==> config.mk <==
export PLATFORM = sky130hd
export DESIGN_NAME = pc_unit_flat
export DESIGN_NICKNAME = d
export VERILOG_FILES = /design/src/rtl/mips_pkg.sv /design/src/rtl/pc_unit_if.sv /design/src/rtl/npc_sel.sv /design/src/rtl/pc_unit.sv /design/src/flat_wrapper.sv
export SDC_FILE = /design/constraint.sdc
export NUM_CORES = 1
export LEC_CHECK = 0
export ABC_CLOCK_PERIOD_IN_PS = 2700
export CELL_PAD_IN_SITES_DETAIL_PLACEMENT = 1
export CELL_PAD_IN_SITES_GLOBAL_PLACEMENT = 1
export CORE_MARGIN = 8
export CORE_UTILIZATION = 27
export CTS_BUF_LIST = sky130_fd_sc_hd__clkbuf_8
export CTS_CLUSTER_DIAMETER = 60
export CTS_CLUSTER_SIZE = 40
export DETAILED_ROUTE_END_ITERATION = 8
export PLACE_DENSITY = 0.84
export SLEW_MARGIN = 10
export SYNTH_ARGS = -nofsm -noshare
export SYNTH_HDL_FRONTEND = slang
export SYNTH_SLANG_ARGS = --single-unit
==> constraint.sdc <==
create_clock -name clk -period 2.7 [get_ports clk]
set_clock_uncertainty 0.15 [all_clocks]
set_input_delay 0.405 -clock clk [delete_from_list [all_inputs] [get_ports clk]]
set_output_delay 0.405 -clock clk [all_outputs]
set_load 0.005 [all_outputs]
==> src/rtl/mips_pkg.sv <==
// rtl/mips_pkg.sv - fetch-stage PC constants, next-PC select encoding and fetch address check.
package mips_pkg;

  localparam logic [31:0] RESET_PC = 32'h0000_3000;
  localparam logic [31:0] EXC_PC   = 32'h0000_4180;
  localparam logic [31:0] IMEM_LO  = 32'h0000_3000;
  localparam logic [31:0] IMEM_HI  = 32'h0000_6ffc;

  typedef enum logic [2:0] {
    SEL_SEQ,
    SEL_BR,
    SEL_J,
    SEL_JR,
    SEL_EPC,
    SEL_EXC
  } npc_sel_t;

  function automatic logic fetch_bad(input logic [31:0] addr);
    return (addr[1:0] != 2'b00) || (addr < IMEM_LO) || (addr > IMEM_HI);
  endfunction

endpackage

==> src/rtl/pc_unit_if.sv <==
// rtl/pc_unit_if.sv - D-stage redirect inputs and F-stage PC outputs of the fetch unit.
interface pc_unit_if;

  logic        stall;
  logic        is_bj_D;
  logic        br_taken_D;
  logic        br_D;
  logic [31:0] br_target_D;
  logic        j_D;
  logic [31:0] j_target_D;
  logic        jr_D;
  logic [31:0] jr_target_D;
  logic        exc_req;
  logic        eret_D;
  logic [31:0] epc;
  logic [31:0] pc_F;
  logic        bd_F;
  logic        adel_F;

  modport master (
    output stall, is_bj_D, br_taken_D, br_D, br_target_D, j_D, j_target_D,
           jr_D, jr_target_D, exc_req, eret_D, epc,
    input  pc_F, bd_F, adel_F
  );

  modport slave (
    input  stall, is_bj_D, br_taken_D, br_D, br_target_D, j_D, j_target_D,
           jr_D, jr_target_D, exc_req, eret_D, epc,
    output pc_F, bd_F, adel_F
  );

endinterface

==> src/rtl/npc_sel.sv <==
// rtl/npc_sel.sv - next-PC priority encoder: exc_req > eret > jr > j > taken branch > PC+4.
module npc_sel
  import mips_pkg::*;
(
  input  logic [31:0] pc,
  input  logic        exc_req,
  input  logic        eret_D,
  input  logic [31:0] epc,
  input  logic        jr_D,
  input  logic [31:0] jr_target_D,
  input  logic        j_D,
  input  logic [31:0] j_target_D,
  input  logic        br_D,
  input  logic        br_taken_D,
  input  logic [31:0] br_target_D,
  output npc_sel_t    sel,
  output logic [31:0] npc
);

  always_comb begin
    sel = SEL_SEQ;
    npc = pc + 32'd4;
    if (exc_req) begin
      sel = SEL_EXC;
      npc = EXC_PC;
    end else if (eret_D) begin
      sel = SEL_EPC;
      npc = epc;
    end else if (jr_D) begin
      sel = SEL_JR;
      npc = jr_target_D;
    end else if (j_D) begin
      sel = SEL_J;
      npc = j_target_D;
    end else if (br_D && br_taken_D) begin
      sel = SEL_BR;
      npc = br_target_D;
    end
  end

endmodule

==> src/rtl/pc_unit.sv <==
// rtl/pc_unit.sv - F-stage PC/delay-slot registers with stall gating.
// PC_ALIGN_CHECK_EN: when defined, registers a fetch address error flag (adel_F).
module pc_unit
  import mips_pkg::*;
(
  input  logic     clk,
  input  logic     reset,
  pc_unit_if.slave bus
);

  npc_sel_t    sel;
  logic [31:0] npc;
  logic [31:0] pc_q;
  logic        bd_q;
  logic        redirect;
  logic        update;

  npc_sel u_npc_sel (
    .pc          (pc_q),
    .exc_req     (bus.exc_req),
    .eret_D      (bus.eret_D),
    .epc         (bus.epc),
    .jr_D        (bus.jr_D),
    .jr_target_D (bus.jr_target_D),
    .j_D         (bus.j_D),
    .j_target_D  (bus.j_target_D),
    .br_D        (bus.br_D),
    .br_taken_D  (bus.br_taken_D),
    .br_target_D (bus.br_target_D),
    .sel         (sel),
    .npc         (npc)
  );

  // Flush and eret redirect even while the hazard unit is stalling.
  assign redirect = (sel == SEL_EXC) || (sel == SEL_EPC);
  assign update   = redirect || !bus.stall;

  always_ff @(posedge clk) begin
    if (reset) begin
      pc_q <= RESET_PC;
      bd_q <= 1'b0;
    end else if (update) begin
      pc_q <= npc;
      bd_q <= redirect ? 1'b0 : bus.is_bj_D;
    end
  end

  assign bus.pc_F = pc_q;
  assign bus.bd_F = bd_q;

`ifdef PC_ALIGN_CHECK_EN
  logic adel_q;

  always_ff @(posedge clk) begin
    if (reset || bus.exc_req) begin
      adel_q <= 1'b0;
    end else if (update) begin
      adel_q <= fetch_bad(npc);
    end
  end

  assign bus.adel_F = adel_q;
`else
  assign bus.adel_F = 1'b0;
`endif

endmodule
==> src/flat_wrapper.sv <==
// flat-port wrapper written by rule: the top's interface ports become plain ports
module pc_unit_flat import mips_pkg::*;
  (clk, reset, bus_stall, bus_is_bj_D, bus_br_taken_D, bus_br_D, bus_br_target_D, bus_j_D, bus_j_target_D, bus_jr_D, bus_jr_target_D, bus_exc_req, bus_eret_D, bus_epc, bus_pc_F, bus_bd_F, bus_adel_F);
  pc_unit_if bus_i ();
  input  logic clk;
  input  logic reset;
  input wire logic [$bits(bus_i.stall)-1:0] bus_stall;
  input wire logic [$bits(bus_i.is_bj_D)-1:0] bus_is_bj_D;
  input wire logic [$bits(bus_i.br_taken_D)-1:0] bus_br_taken_D;
  input wire logic [$bits(bus_i.br_D)-1:0] bus_br_D;
  input wire logic [$bits(bus_i.br_target_D)-1:0] bus_br_target_D;
  input wire logic [$bits(bus_i.j_D)-1:0] bus_j_D;
  input wire logic [$bits(bus_i.j_target_D)-1:0] bus_j_target_D;
  input wire logic [$bits(bus_i.jr_D)-1:0] bus_jr_D;
  input wire logic [$bits(bus_i.jr_target_D)-1:0] bus_jr_target_D;
  input wire logic [$bits(bus_i.exc_req)-1:0] bus_exc_req;
  input wire logic [$bits(bus_i.eret_D)-1:0] bus_eret_D;
  input wire logic [$bits(bus_i.epc)-1:0] bus_epc;
  output wire logic [$bits(bus_i.pc_F)-1:0] bus_pc_F;
  output wire logic [$bits(bus_i.bd_F)-1:0] bus_bd_F;
  output wire logic [$bits(bus_i.adel_F)-1:0] bus_adel_F;
  assign bus_i.stall = bus_stall;
  assign bus_i.is_bj_D = bus_is_bj_D;
  assign bus_i.br_taken_D = bus_br_taken_D;
  assign bus_i.br_D = bus_br_D;
  assign bus_i.br_target_D = bus_br_target_D;
  assign bus_i.j_D = bus_j_D;
  assign bus_i.j_target_D = bus_j_target_D;
  assign bus_i.jr_D = bus_jr_D;
  assign bus_i.jr_target_D = bus_jr_target_D;
  assign bus_i.exc_req = bus_exc_req;
  assign bus_i.eret_D = bus_eret_D;
  assign bus_i.epc = bus_epc;
  assign bus_pc_F = bus_i.pc_F;
  assign bus_bd_F = bus_i.bd_F;
  assign bus_adel_F = bus_i.adel_F;
  pc_unit u_core (.clk(clk), .reset(reset), .bus(bus_i));
endmodule
==> reports/metrics.sh, run 1 <==
OUTCOME='finished, final reports clean'
AREA_GROWTH_PCT=65.9
FINAL.FILL_COUNT=1427
CLOCK_INSERTION_DELAY_WORST_SKEW_NS=0.30
UTILIZATION=0.459
R2R_SETUP_SLACK_NS=0.33
POSTSYNTHNETCOUNT=588
FIN_TNS_SETUP_NS=0
YOSYSUNIQUECELLTYPES=64
SYNTH_CELLS=449
FLOORPLAN.INITIALDENSITY=0.276
DRIVE_ABOVE_1_SHARE=0.0922
RELSLEWSLACK=0.616
CRITPATHMAXFANOUT=11
IO_BUFFERS=170
CRITICAL_PATH.REG2REG.STARTPOINT='u_core.bus.pc_F[2]'
RSZ0062_AT_GRT='false'
ANT_NETS=0
SYNTH_TOP_FAMILY_BY_AREA='compound AO/OA/AOI/OAI gates'
GLOBALPLACE.CONGESTION=0.893
DRT-VIAS-PER-INSTANCE=5.83
TOTAL_POWER_uW=1610
CRITICAL_PATH.MAX_STAGE_DELAY_NS=0.47
SYNTHMUXAREASHARE=0.00955
YOSYS.AREA_SHARE.ADDER=0.00398
DRT-INITIAL-DRC-COUNT=290
WIRELENGTH_UM=17300
POWER.DENSITY_nW_PER_UM2=309
HOLD_VIOL_FINAL=0
CLOCK_TREE.BUFFER_DEPTH=2
SYNTH-MAIN-FF-CELL='dfxtp_1'
TIGHTESTPINTRANSITION_NS=0.575
SYNTH-ASYNC-RESET-RATIO=0
GLOBAL_ROUTE_WIRE_LENGTH_BEFORE_REPAIR_UM=26100
DRV_CAP=0
DRC=0
SYNTHTOPCELLSBYAREA='dfxtp_1 (21%), o21ai_0 (6.8%), nand2_1 (5.4%), a21oi_1 (4.5%), clkbuf_1 (3.3%)'
SYNTH_AREA_PER_CELL_UM2=7.00
WORST_SETUP_PATH_ENDPOINT='u_core.bus.pc_F[20]'
CRITPATHBUFINV=1
FIRST_GLOBAL_VIAS=4802
NUM_ANTENNA_CELLS=0
FINALSETUPVIOLCOUNT=0
VDD_DROP_MAX_uV=191
MAX_FREQ_GHz=0.422
PERIOD_UTILIZATION_POST_ROUTE=0.879
CRIT_CHAIN='ha_1 -> nand3_1 -> nor4_2 -> buf_4 -> and4_1 -> o21bai_1 -> a211o_1'
CRITICAL-PATH-SLOWEST-CELL='dfxtp_1'
TRITONCTS.NUM_BUFFERS=5
GRT-OVFL-TOTAL=0
CRITICAL_PATH.ENDPOINT_TYPE='register'
SYNTH_TOP_AREA_FRAC=0.210
SYNTH-EDFF-COUNT=0
CRIT_TYPE='reg2reg'
FINAL_NETS=756
SYNTH-SEQ-AREA-SHARE=0.210
FP.DIEAREA_UM2=15300
WORSTPATHARRIVAL_NS=2.42
SLEW_VIOLATIONS=0
SYNTHSIMPLEGATEAREAFRAC=0.287
CP-STARTPOINT='u_core.bus.pc_F[2]'
YOSYS-TOP-CELLS-COUNT='nand2_1 (45), o21ai_0 (43), dfxtp_1 (33)'
SYNTH_XOR_AREA_FRAC=0.0307
SYNTH_MOST_COMMON_CELL='nand2_1'
CP-START-KIND='register'
SYNTH_COMPOUND_AREA_FRAC=0.396
IO_PINS=172
ROUTE.VIAS.TOTAL=4435
LEAKAGEPOWER_uW=0.00185
STD_CELL_ROWS=39
HOLDCRITPATHCLASS='reg2reg'
TIMING.RR.END='u_core.bus.pc_F[20]'
FINALWORSTPATHREQUIREDPERIOD_NS=2.37
CTS_MAX_LEVEL=2
POST_SYNTH_INSTANCE_AREA_UM2=3140
CLOCK-ROOT-BUFFER='clkbuf_8'
WORSTREGTOREGCELLS=7
CTS_SINKS=33
ANTENNA_VIOLATIONS_BEFORE_REPAIR=0
CTS.REPORTEDPATHS.CLKPINSLEW_NS=0.08
CTSHOLDBUFFERS=0
CP.DEPTH=7
SEQUENTIAL_CELL_AREA_UM2=661
DETAILED_PLACE_HPWL_UM=13500
TIMING.CRITICAL_PATH.MAX_DELAY_FAMILY='simple AND/OR/NAND/NOR gates'
DRT_FIRST_PASS_ITERS=5
HEIGHT_OF_THE_DIE_UM=124
POST_CTS_RESIZED=0
SYNTH_TOP_CELL_BY_AREA='dfxtp_1'
TRITONCTS='done'
SYNTH.FF_LATCH_COUNT=33
CRITPATHREQUIREDTIME_NS=2.75
FIN_HOLD_WS_NS=0.318
GRT_USAGE=0.219
SYNTH-WARNING-COUNT=0
GRT_MAX_DEGREE=34
MULTI_INPUT_AREA_UM2=2300
POST_CTS.REPAIR.SETUP_BUFFERS=0
ROUTE.DETAILED.WL_PER_INST_UM=22.7
CORE_REGION_AREA_UM2=11400
FP.DIEW_UM=124
cells by family (layout without fill, tap and decap cells):
group	Yosys count	count (layout)
DFF	33	33
AOI/OAI and AO/OA	179	179
adders and majority gates	1	1
and+or+nand+nor	171	171
xor gates and xnor gates	11	11
other	1	1
muxes	3	3
buffers and inverters	50	219
registers in the layout (all words and copies together) (netlist names):
| register | flops |
|---|---|
| u_core.bus.pc_F | 32 |
| u_core.bus.bd_F | 1 |
power breakdown:
group	switching (µW)	internal (µW)	leakage [µW]
clock network	219	231	0.0000542
logic	254	344	0.00152
registers	46.8	514	0.000271
total	521	1090	0.00185
routing by layer:
layer | vias up | share of wire | track usage
li1 | 2075 | - | -
met1 | 2126 | 0.40 | 0.256
met2 | 200 | 0.50 | 0.381
met3 | 34 | 0.077 | 0.0517
met4 | 0 | 0.025 | 0.0803
met5 | - | 0 | 0
per-stage QoR:
step           area (µm²)  setup WS, ns  instances
2_1_floorplan        3140         0.609        449
3_3_place_gp         5110         0.364        753
3_5_place_dp         5110         0.280        753
4_1_cts              5210         0.336        761
5_1_grt              5210         0.192        761
6_report             5210         0.328        761
layout make-up:
type	count	share of cell area
Multi-Input combinational cell	366	0.441
Timing Repair Buffer	199	0.370
Sequential cell	33	0.127
Tap cell	143	0.0343
Clock buffer	7	0.0185
Inverter	12	0.00864
Clock inverter	1	0.000960
worst register-to-register path: cells and delay by family (launching register included):
kind	cells	cell delay, ns
AOI/OAI and AO/OA	2	0.36
and+or+nand+nor	3	0.80
DFF	1	0.47
buffers and inverters	1	0.24
adders and majority gates	1	0.26
placed cells by master, fill, tap and decap left out, types with 5 or more instances in the layout:
cell type        instances
a22oi_1                 12
nor2_1                  28
clkdlybuf4s50_1        169
o221a_2                  5
buf_4                   28
a32oi_1                  7
nand2_1                 45
o221ai_1                 9
nand4_1                 11
inv_1                   10
and3_1                   7
dfxtp_1                 33
a31oi_1                  9
o211ai_1                 7
and2_1                   5
a221oi_1                 5
o21a_1                   6
nand3_1                 17
nor4_1                   7
o21ai_0                 43
nor3_1                  14
nand2b_1                12
a21oi_1                 28
clkbuf_8                 7
xnor2_1                  7
a221o_1                  5
worst min path at each step:
| stage | endpoint | slack, ns | depth (start not counted) | startpoint |
|---|---|---|---|---|
| final | u_core.bus.pc_F[0] | 0.32 | 2 | u_core.bus.pc_F[0] |
| after detailed placement | u_core.bus.pc_F[0] | 0.30 | 2 | u_core.bus.pc_F[0] |
| after CTS | u_core.bus.pc_F[0] | 0.32 | 2 | u_core.bus.pc_F[0] |
| after floorplan | u_core.bus.pc_F[0] | 0.30 | 2 | u_core.bus.pc_F[0] |
| after global placement | u_core.bus.pc_F[1] | 0.31 | 2 | u_core.bus.pc_F[1] |
| after global routing | u_core.bus.pc_F[0] | 0.37 | 2 | u_core.bus.pc_F[0] |
No activity file was read; power rests on OpenSTA's default activity.
==> run 2: changes to the inputs <==
--- a/config.mk
+++ b/config.mk
@@ -9,11 +9,12 @@
 export CELL_PAD_IN_SITES_DETAIL_PLACEMENT = 1
 export CELL_PAD_IN_SITES_GLOBAL_PLACEMENT = 1
 export CORE_MARGIN = 8
-export CORE_UTILIZATION = 27
+export CORE_UTILIZATION = 45
 export CTS_BUF_LIST = sky130_fd_sc_hd__clkbuf_8
 export CTS_CLUSTER_DIAMETER = 60
 export CTS_CLUSTER_SIZE = 40
 export DETAILED_ROUTE_END_ITERATION = 8
+export DONT_BUFFER_PORTS = 1
 export PLACE_DENSITY = 0.84
 export SLEW_MARGIN = 10
 export SYNTH_ARGS = -nofsm -noshare
==> reports/metrics.sh, run 2 (synthesis gave the netlist of run 1 again) <==
OUTCOME='finished, final reports clean'
FINALSETUPVIOLCOUNT=0
STDCELL_COUNT=526
CLOCK-ROOT-BUFFER='clkbuf_8'
CRITPATHMAXFANOUT=11
CP-START-KIND='register'
DRIVE_ABOVE_1_SHARE=0.0907
GLOBAL_ROUTE.USAGE.MET3=0.0859
GRTUSAGEMET2=0.487
ANTENNA_VIOLATIONS_BEFORE_REPAIR=0
CLOCK_TREE.BUFFER_DEPTH=2
DRT-VIAS-PER-INSTANCE=7.23
TIGHTESTPINTRANSITION_NS=0.573
FLOORPLAN.INITIALDENSITY=0.463
POST-PLACE-WS_NS=0.331
FIN_TNS_SETUP_NS=0
LEAKAGEPOWER_uW=0.00110
CRIT_TYPE='reg2reg'
POST_CTS.REPAIR.SETUP_BUFFERS=0
STD_CELL_ROWS=30
LARGEST_REGISTER_FFS=32
DRT-INITIAL-DRC-COUNT=245
CTSHOLDBUFFERS=0
WORSTPATHARRIVAL_NS=2.48
GRT-OVFL-TOTAL=0
ROUTE.VIAS.TOTAL=3801
AREA_GROWTH_PCT=5.49
CTS.REPORTEDPATHS.CLKPINSLEW_NS=0.08
LAYOUT_COMMON_CELLS='nand2_1 (45), o21ai_0 (43), dfxtp_1 (33)'
TRITONCTS.NUM_BUFFERS=5
ANT_NETS=0
HOLD_VIOL_FINAL=0
WIRELENGTH_UM=14400
IO_BUFFERS=0
RSZ0062_AT_GRT='false'
PLACED_CELLS=518
FP.DIEAREA_UM2=9920
DRT_FIRST_PASS_ITERS=5
FIRST_GLOBAL_VIAS=4141
DRC=0
VDD_DROP_MAX_uV=183
GLOBALPLACE.CONGESTION=0.844
FINAL_NETS=568
SLEW_VIOLATIONS=0
IO_PINS=172
NUM_ANTENNA_CELLS=0
CORE_REGION_AREA_UM2=6790
ROUTE.DETAILED.WL_PER_INST_UM=27.4
HEIGHT_OF_THE_DIE_UM=99.6
GRT.MET1_USAGE=0.314
LAYOUT.CELLS.MOST_COMMON='nand2_1'
PERIOD_UTILIZATION_POST_ROUTE=0.906
CRIT_CHAIN='ha_1 -> nand3_1 -> nor4_2 -> buf_4 -> and4_1 -> o21bai_1 -> a211o_1'
TOTAL_POWER_uW=1260
GLOBAL_ROUTE_WIRE_LENGTH_BEFORE_REPAIR_UM=22300
MAX_FREQ_GHz=0.409
GRT_MAX_DEGREE=57
FIN_HOLD_WS_NS=0.0237
SETUP_SLACK_NS=0.253
CRITICAL_PATH.ENDPOINT_TYPE='register'
RELSLEWSLACK=0.617
CTS_SINKS=33
DETAILED_PLACE_HPWL_UM=10700
GLOBALROUTE.BUSIESTLAYER='met2'
CRITICAL-PATH-SLOWEST-CELL='dfxtp_1'
CTS_MAX_LEVEL=2
GRT_USAGE=0.281
DRV_CAP=0
FINALWORSTPATHREQUIREDPERIOD_NS=2.45
FINAL.FILL_COUNT=900
TRITONCTS='done'
CRITPATHREQUIREDTIME_NS=2.73
CRITICAL_PATH.MAX_STAGE_DELAY_NS=0.48
POST_CTS_RESIZED=0
HOLDCRITPATHCLASS='in2reg'
CLOCK_INSERTION_DELAY_WORST_SKEW_NS=0.29
FP.DIEW_UM=99.6
POWER.DENSITY_nW_PER_UM2=380
## run 2: changes by cell type in the layout (fill, tap and decap cells not counted)
cell             delta
clkdlybuf4s50_1   -169
buf_4              -17
buf_12              -1
buf_2               -1
nor3_1              -1
nor3_2              +1
## run 2: final cells by class
| type | instances | area [µm²] | area share |
|---|---|---|---|
| Clock buffer | 7 | 96.3 | 0.0291 |
| Clock inverter | 1 | 5.00 | 0.00151 |
| Inverter | 12 | 45.0 | 0.0136 |
| Multi-Input combinational cell | 366 | 2310 | 0.695 |
| Sequential cell | 33 | 661 | 0.199 |
| Tap cell | 96 | 120 | 0.0362 |
| Timing Repair Buffer | 11 | 82.6 | 0.0249 |
## run 2: routing by layer
metal  part of all wire  vias up
met5                  0        -
met4              0.035        0
met3               0.11       40
met2               0.49      231
met1               0.37     1840
li1                   -     1690
## run 2: final timing paths
kind | startpoint | end | slack [ns] | cells after the start
min reg2reg | u_core.bus.pc_F[0] | u_core.bus.pc_F[0] | 0.34 | 2
max | u_core.bus.pc_F[2] | u_core.bus.pc_F[20] | 0.25 | 7
max reg2reg | u_core.bus.pc_F[2] | u_core.bus.pc_F[20] | 0.25 | 7
min | reset | u_core.bus.pc_F[0] | 0.02 | 1
## run 2: stage by stage
step | instance area (µm²) | util
3_5_place_dp | 3210 | 0.473
5_1_grt | 3320 | 0.488
3_3_place_gp | 3210 | 0.473
6_report | 3320 | 0.488
2_1_floorplan | 3140 | -
4_1_cts | 3320 | 0.488
## run 2: power breakdown
group	switching, µW	total, µW	internal [µW]
sequential	54.9	569	514
clock	208	439	231
combinational	140	252	113
## run 2: worst max-delay path: cells and delay by family (launching register included)
kind / cells / cell delay [ns]
simple gates: 3 / 0.83
compound gates: 2 / 0.37
fa+ha+maj: 1 / 0.27
buf+inv: 1 / 0.23
flops: 1 / 0.48
==> run 3: changes to the inputs <==
--- a/config.mk
+++ b/config.mk
@@ -16,6 +16,7 @@
 export DETAILED_ROUTE_END_ITERATION = 8
 export DONT_BUFFER_PORTS = 1
 export PLACE_DENSITY = 0.84
+export SETUP_SLACK_MARGIN = 0.05
 export SLEW_MARGIN = 10
 export SYNTH_ARGS = -nofsm -noshare
 export SYNTH_HDL_FRONTEND = slang
==> results of run 3 <==
The final DEF is identical to that of run 2; final timing and power are the same.
